<file path="config.mk">
export PLATFORM = sky130hd
export DESIGN_NAME = id_ex_stage
export DESIGN_NICKNAME = d
export VERILOG_FILES = /design/src/rtl/id_ex_stage.sv
export SDC_FILE = /design/constraint.sdc
export NUM_CORES = 1
export LEC_CHECK = 0
export ABC_AREA = 1
export CAP_MARGIN = 20
export CORE_AREA = 2 2 221 223
export CTS_CLUSTER_DIAMETER = 50
export DETAILED_ROUTE_END_ITERATION = 16
export DIE_AREA = 0 0 223 225
export SYNTH_ARGS = -nofsm -noshare
export SYNTH_HDL_FRONTEND = slang
export SYNTH_SLANG_ARGS = --single-unit
</file>
<file path="constraint.sdc">
create_clock -name clk -period 1.2 [get_ports clk]
set_input_delay 0.24 -clock clk [delete_from_list [all_inputs] [get_ports clk]]
set_output_delay 0.24 -clock clk [all_outputs]
set_load 0.1 [all_outputs]
</file>
<file path="src/rtl/id_ex_stage.sv">
// ---------------------------------------------------------------------------
// id_ex_stage -- ID/EX pipeline register with ALU-op decode and operand
// forwarding.
//
// A single-entry elastic register between decode and execute. An instruction
// is captured when in_valid && in_ready && !flush; the ALU op is decoded at
// capture time and held registered. Operands seen by the ALU are forwarded
// combinationally from the EX/MEM and MEM/WB result buses.
//
// Optional feature macro: FORWARD_EN
//   defined   : EX/MEM > MEM/WB > held-data forwarding (never for x0), plus
//               write-back refresh of held operands while stalled.
//   undefined : held data is presented directly; forwarding ports ignored.
//
// Ports
//   clk, rst                      clock, synchronous active-high reset
//   in_valid / in_ready           decode-side handshake
//   rs1_data, rs2_data, imm       operands and sign-extended immediate
//   rs1_addr, rs2_addr, rd_addr   register indices
//   alu_src, alu_ctrl, funct3,
//   funct7_5                      ALU control from decode
//   flush                         squash held / incoming instruction
//   exmem_*, memwb_*              forwarding sources
//   out_valid / out_ready         ALU-side handshake
//   alu_in1, alu_in2, store_data  ALU operands and store data
//   alu_op, rd_out, illegal_op    decoded op, destination, illegal flag
// ---------------------------------------------------------------------------
`timescale 1ns/1ps
module id_ex_stage #(
    parameter int XLEN = 64
) (
    input  logic            clk,
    input  logic            rst,
    input  logic            in_valid,
    output logic            in_ready,
    input  logic [XLEN-1:0] rs1_data,
    input  logic [XLEN-1:0] rs2_data,
    input  logic [XLEN-1:0] imm,
    input  logic [4:0]      rs1_addr,
    input  logic [4:0]      rs2_addr,
    input  logic [4:0]      rd_addr,
    input  logic            alu_src,
    input  logic [1:0]      alu_ctrl,
    input  logic [2:0]      funct3,
    input  logic            funct7_5,
    input  logic            flush,
    input  logic            exmem_we,
    input  logic [4:0]      exmem_rd,
    input  logic [XLEN-1:0] exmem_result,
    input  logic            memwb_we,
    input  logic [4:0]      memwb_rd,
    input  logic [XLEN-1:0] memwb_result,
    output logic            out_valid,
    input  logic            out_ready,
    output logic [XLEN-1:0] alu_in1,
    output logic [XLEN-1:0] alu_in2,
    output logic [XLEN-1:0] store_data,
    output logic [3:0]      alu_op,
    output logic [4:0]      rd_out,
    output logic            illegal_op
);

    localparam logic [3:0] OP_AND = 4'b0000;
    localparam logic [3:0] OP_OR  = 4'b0001;
    localparam logic [3:0] OP_ADD = 4'b0010;
    localparam logic [3:0] OP_SUB = 4'b0110;
    localparam logic [3:0] OP_SLT = 4'b0111;

    // Returns {illegal, alu_op}.
    function automatic logic [4:0] decode(input logic [1:0] ctrl,
                                          input logic [2:0] f3,
                                          input logic       f7);
        logic [4:0] r;
        r = {1'b0, OP_ADD};
        case (ctrl)
            2'b00: r = {1'b0, OP_ADD};
            2'b01: r = {1'b0, OP_SUB};
            default: begin
                case (f3)
                    // funct7_5 selects SUB only for R-type; I-type ignores it.
                    3'b000:  r = {1'b0, (ctrl == 2'b10 && f7) ? OP_SUB : OP_ADD};
                    3'b111:  r = {1'b0, OP_AND};
                    3'b110:  r = {1'b0, OP_OR};
                    3'b010:  r = {1'b0, OP_SLT};
                    default: r = {1'b1, OP_ADD};
                endcase
            end
        endcase
        return r;
    endfunction

    logic            valid_q,   valid_d;
    logic [XLEN-1:0] rs1_q,     rs1_d;
    logic [XLEN-1:0] rs2_q,     rs2_d;
    logic [XLEN-1:0] imm_q,     imm_d;
    logic [4:0]      rs1a_q,    rs1a_d;
    logic [4:0]      rs2a_q,    rs2a_d;
    logic [4:0]      rd_q,      rd_d;
    logic            src_q,     src_d;
    logic [3:0]      op_q,      op_d;
    logic            ill_q,     ill_d;

    logic capture;
    logic hold;
    logic [4:0] dec;

    assign in_ready = !valid_q || out_ready;
    assign capture  = in_valid && in_ready && !flush;
    assign hold     = valid_q && !out_ready;
    assign dec      = decode(alu_ctrl, funct3, funct7_5);

    always_comb begin
        valid_d = valid_q;
        rs1_d   = rs1_q;
        rs2_d   = rs2_q;
        imm_d   = imm_q;
        rs1a_d  = rs1a_q;
        rs2a_d  = rs2a_q;
        rd_d    = rd_q;
        src_d   = src_q;
        op_d    = op_q;
        ill_d   = ill_q;

        // Flush wins over capture; drain-plus-capture keeps valid high.
        if (flush)          valid_d = 1'b0;
        else if (capture)   valid_d = 1'b1;
        else if (out_ready) valid_d = 1'b0;

        if (capture) begin
            rs1_d  = rs1_data;
            rs2_d  = rs2_data;
            imm_d  = imm;
            rs1a_d = rs1_addr;
            rs2a_d = rs2_addr;
            rd_d   = rd_addr;
            src_d  = alu_src;
            op_d   = dec[3:0];
            ill_d  = dec[4];
        end
`ifdef FORWARD_EN
        // A stalled entry would miss a write-back that retires while it
        // waits, so fold the MEM/WB result into the held operand.
        else if (hold) begin
            if (memwb_we && memwb_rd == rs1a_q && rs1a_q != 5'd0) rs1_d = memwb_result;
            if (memwb_we && memwb_rd == rs2a_q && rs2a_q != 5'd0) rs2_d = memwb_result;
        end
`endif
    end

    always_ff @(posedge clk) begin
        if (rst) begin
            valid_q <= 1'b0;
            rs1_q   <= '0;
            rs2_q   <= '0;
            imm_q   <= '0;
            rs1a_q  <= '0;
            rs2a_q  <= '0;
            rd_q    <= '0;
            src_q   <= 1'b0;
            op_q    <= OP_ADD;
            ill_q   <= 1'b0;
        end else begin
            valid_q <= valid_d;
            rs1_q   <= rs1_d;
            rs2_q   <= rs2_d;
            imm_q   <= imm_d;
            rs1a_q  <= rs1a_d;
            rs2a_q  <= rs2a_d;
            rd_q    <= rd_d;
            src_q   <= src_d;
            op_q    <= op_d;
            ill_q   <= ill_d;
        end
    end

    logic [XLEN-1:0] op1, op2;

`ifdef FORWARD_EN
    function automatic logic [XLEN-1:0] fwd(input logic [4:0]      addr,
                                            input logic [XLEN-1:0] held);
        logic [XLEN-1:0] v;
        v = held;
        if (addr != 5'd0) begin
            if (exmem_we && exmem_rd == addr)      v = exmem_result;
            else if (memwb_we && memwb_rd == addr) v = memwb_result;
        end
        return v;
    endfunction

    assign op1 = fwd(rs1a_q, rs1_q);
    assign op2 = fwd(rs2a_q, rs2_q);
    logic unused_hold;
    assign unused_hold = hold;
`else
    assign op1 = rs1_q;
    assign op2 = rs2_q;
    logic unused_fwd;
    assign unused_fwd = ^{exmem_we, exmem_rd, exmem_result, memwb_we,
                          memwb_rd, memwb_result, rs1a_q, rs2a_q, hold};
`endif

    assign out_valid  = valid_q;
    assign alu_in1    = op1;
    assign alu_in2    = src_q ? imm_q : op2;
    assign store_data = op2;
    assign alu_op     = op_q;
    assign rd_out     = rd_q;
    assign illegal_op = ill_q;

endmodule

</file>
* After elaboration in Yosys (flattened, before gate mapping)
Index checks and enable logic that the tools add are counted.
Widths: inputs -> output; s select.
** Operators by class
- Reduce and logical (&&, ||, !) cells :: 10
- Mux-type cells :: 6
- Equality and inequality tests :: 5
** Operators with widths (count)
- $mux 64 :: 1
- $pmux 5 s4 :: 1
- $pmux 5 s2 :: 1
- $eq 3x3->1 const B :: 2
- $eq 3x2->1 const B :: 1
- $logic_and 1x1->1 :: 3
- $logic_not 3->1 :: 1
- $mux 3 :: 1
- $eq 2x1->1 const B :: 1
- $eq 2x2->1 const B :: 1
- $logic_not 1->1 :: 2
- $logic_not 2->1 :: 1
- $mux 1 :: 2
- $reduce_bool 2->1 :: 1
- $reduce_or 2->1 :: 1
- $logic_or 1x1->1 :: 1
** Storage, ports and cells
- Logic and storage cells :: 29
- Output and inout port bits :: 204
- Flip-flop bits (word level) :: 204

* Depth between registers and ports, before layout
- Depth after elaboration :: 5
- Mapped depth :: 8
- Gate-level depth less buffers :: 7

* Least setup slack after synthesis
No wires, ideal clock.
- Kind :: reg-to-reg
- From :: register valid_q (netlist: out_valid)
- To :: register rs2_q[0] (netlist: store_data[0])
- Clock period less this slack :: 2.421 ns
- Path slack :: -1.221 ns
- Setup time :: 0.117 ns
- Data required time :: 1.083 ns
- Arrival :: 2.305 ns
- Cell stages (with the launch flop) :: 8
- Buffers on the path :: 2
- Cells stage by stage :: dfxtp_1 nand2_2 nand2_2 inv_2 buf_6 buf_6 nor2_1 nor2_1
** On the way
- Cells in the longest elaborated chain, start to end :: 4
** RTL lines
- start, declared :: line 92 : logic valid_q, valid_d;
- start signal, assigned :: line 163 : valid_q <= valid_d;
- $logic_not 1->1 :: line 107 : assign in_ready = !valid_q || out_ready;
- $logic_or 1x1->1 :: line 107
- named net in_ready :: line 35 : output logic in_ready,
- $logic_and 1x1->1 (2 in a row) :: line 108 : assign capture = in_valid && in_ready && !flush;
- end signal, assigned :: line 165 : rs2_q <= rs2_d;
- end, declared :: line 94 : logic [XLEN-1:0] rs2_q, rs2_d;
The timed path passes the listed nets, and every way through them passes these cells.
A chain may end at the register's enable or synchronous reset.

* Worst setup path in the final report
- From :: register src_q
- To :: output alu_in2[60]
** On the way
- Cells in the longest elaborated chain, start to end :: 1
** RTL lines
- start, declared :: line 99 : logic src_q, src_d;
- start signal, assigned :: line 170 : src_q <= src_d;
- $mux 64 :: line 204 : assign alu_in2 = src_q ? imm_q : op2;
- end, declared :: line 56 : output logic [XLEN-1:0] alu_in2,
Every way passes these cells.

==> results <==
[through the flow]
stage / setup WS [ns] / hold WS (ns) / utilization
3_3_place_gp: -0.769 / 0.462 / 0.326
4_1_cts: -0.855 / 0.238 / 0.402
6_report: -0.810 / 0.278 / 0.428
2_1_floorplan: -0.244 / 0.303 / -
5_1_grt: -0.868 / 0.262 / 0.428
3_5_place_dp: -0.789 / 0.475 / 0.326
[synth_stat cells]
| library cell | n | area, um2 |
|---|---|---|
| clkbuf_1 | 22 | 82.6 |
| a21oi_1 | 2 | 10.0 |
| nand3_1 | 3 | 15.0 |
| nand2_2 | 2 | 12.5 |
| conb_1 | 1 | 3.75 |
| nand2_1 | 10 | 37.5 |
| nor2_4 | 1 | 11.3 |
| inv_2 | 2 | 7.51 |
| o21ai_0 | 200 | 1000 |
| mux2_2 | 64 | 721 |
| a211oi_1 | 1 | 7.51 |
| buf_4 | 2 | 15.0 |
| dfxtp_1 | 203 | 4060 |
| buf_6 | 23 | 259 |
| clkbuf_2 | 18 | 90.1 |
| buf_2 | 9 | 45.0 |
| inv_1 | 8 | 30.0 |
| nor2_1 | 403 | 1510 |
[worst max-delay path by stage]
stage / to / slack (ns) / cells after the start
final: alu_in2[60] / -0.81 / 4
after detailed placement: imm_q[53] / -0.79 / 7
after global placement: imm_q[53] / -0.77 / 7
after CTS: alu_in2[60] / -0.85 / 4
after floorplan: alu_in1[55] / -0.24 / 7
after global routing: alu_in2[55] / -0.87 / 4
[power by group]
part           switching, W  total, W  internal (W)
Clock               0.00354   0.00947       0.00594
Combinational       0.00572   0.00997       0.00425
Sequential         0.000676   0.00789       0.00722
[final cells by class]
type	instances	area, um2
timing repair inverter	2	50.0
sequential	203	4410
multi-input combinational	689	5410
tap	615	769
timing repair buffer	545	8550
fill	4245	27200
clock buffer	36	846
clock inverter	21	246
inverter	10	56.3
[critical path, delay by kind of cell, from the launching register on]
| kind | cells | cell delay [ns] |
|---|---|---|
| mux | 1 | 0.34 |
| buf+inv | 3 | 0.48 |
| flops | 1 | 0.37 |
[timing repair]
action | CTS | global route
gates resized for setup | 437 | 413
cloned | 35 | 15
pin swaps | 35 | 48
setup endpoints to repair | 395 | 404
buffers inserted | 41 | 12
[kinds of logic after synthesis]
| family | after synthesis | synth area share |
|---|---|---|
| buffers and inverters | 84 | 0.0668 |
| AOI/OAI and AO/OA | 203 | 0.129 |
| and+or+nand+nor | 419 | 0.201 |
| muxes | 64 | 0.0909 |
| other | 1 | 0.000473 |
| DFF | 203 | 0.513 |
[layout by cell type (no fill, tap or decap), drive strengths merged]
cell           count
clkinvlp           4
dfxtp            203
buf              324
bufinv             4
a211oi             1
clkinv             9
clkbuf            49
mux2              64
conb               1
inv               16
nor2             404
a21oi              2
o21ai            200
clkdlybuf4s50    208
nand3              3
nand2             14
[state kept, by name, indices dropped and copies added (netlist names)]
signal      cells
alu_in1        64
out_valid       1
alu_op          3
store_data     64
illegal_op      1
src_q           1
imm_q          64
rd_out          5
[per-layer routing]
metal  part of all wire  up-vias
met3              0.088       78
met2               0.48      399
met5            0.00031        -
met4              0.038        2
li1                   -     4224
met1               0.40     4311
==> results.sh <==
export IMPL_fin_area_um2=20300
export IMPL_power_density_nw_per_um2=1340
export IMPL_die_x_um=223
export IMPL_cts_max_path_buffers=3
export IMPL_vdd_drop_max_v=0.00103
export IMPL_dp_cells=1982
export IMPL_setup_tns_ns=-114.93
export IMPL_total_power_w=0.0273
export IMPL_via_per_inst=4.25
export IMPL_cts_inserted_buffers=31
export IMPL_cp_arrival_ns=1.77
export IMPL_rsz0062_at_grt="true"
export IMPL_cap_viol_max_count=0
export IMPL_finalCritPeriodShare=1.68
export IMPL_hold_viol_final=0
export IMPL_grt_overflow_total=0
export IMPL_grtUsageTotal=0.154
export IMPL_root_buffer="clkbuf_16"
export IMPL_grt_util_met1=0.180
export IMPL_startpoint_type="register"
export IMPL_ys_warn_count=0
export IMPL_placementRows=80
export IMPL_layout_setup_ws_ns=-0.810
export IMPL_min_period_ns=2.01
export IMPL_slowest_delay_ns=0.37
export IMPL_r2r_end="imm_q[49]"
export IMPL_slowest_stage="dfxtp_4"
export IMPL_r2r_start="out_valid"
export IMPL_grt_pass1_vias=9349
export IMPL_io_pins=563
export IMPL_place_area_um2=15500
export IMPL_final_cells=2121
export IMPL_core_area_um2=47500
export IMPL_area_growth_pct=157
export IMPL_leakagePower_nw=7.95
export IMPL_syn_cell_area_um2=7930
export IMPL_run_status="complete, but fails checks"
export IMPL_crit_start="src_q"
export IMPL_antenna_found_initial=1
export IMPL_syn_inst=974
export IMPL_numPortBuffers=411
export IMPL_drt_total_wl_mm=42.1
export IMPL_first_iter_violations=371
export IMPL_min_delay_start="rs2_data[22]"
export IMPL_required_ns=0.96
export IMPL_start_util=0.167
export IMPL_yosys_register_bits=203
export IMPL_drive_above_1_share=0.606
export IMPL_fmax_mhz=497
export IMPL_crit_type="register to output port"
export IMPL_r2r_cells=10
export IMPL_path_cells="buf_12 -> buf_16 -> mux2_4 -> buf_12"
export IMPL_ant_nets=0
export IMPL_cts_sinks=203
export IMPL_drtPass1Iterations=4
export IMPL_nets=1841
export IMPL_ys_types=18
export IMPL_top_usage_layer="met2"
export IMPL_die_height_um=225
export IMPL_grt_pass1_wl_mm=58.5
export IMPL_vias=9014
export IMPL_diodes=0
export IMPL_critPathMostFrequentCell="buf_12"
export IMPL_drc=0
export IMPL_hold_path_class="primary input to register"
export IMPL_syn_area_per_cell_um2=8.14
export IMPL_violations="setup timing"
export IMPL_ys_seq_area_frac=0.513
export IMPL_end_kind="output port"
export IMPL_min_path_cells=3
export IMPL_cts_hold_repair_buffers=0
export IMPL_ff2ff_setup_slack_ns=-0.32
export IMPL_met2_usage=0.253
export IMPL_slew_violations=0
export IMPL_met3_usage=0.0542
export IMPL_setup_viol=404
export IMPL_routabilityCongestion=0.831
export IMPL_clkTransAtPathRegs_ns=0.06
export IMPL_grt_max_degree=42
export IMPL_h_tree_depth=1
export IMPL_synth_fp_nets=1333
export IMPL_cts_tree="built"
export IMPL_wl_per_cell_um=19.9
export IMPL_min_to="store_data[22]"
export IMPL_finClkSkew_ns=0.0113
export IMPL_clkLatencyLatePin_ns=0.56
export IMPL_worst_path_max_fanout=6
export IMPL_die_area_um2=50200
export IMPL_post_dp_hpwl_mm=24.9
(Power assumes the default switching activity.)
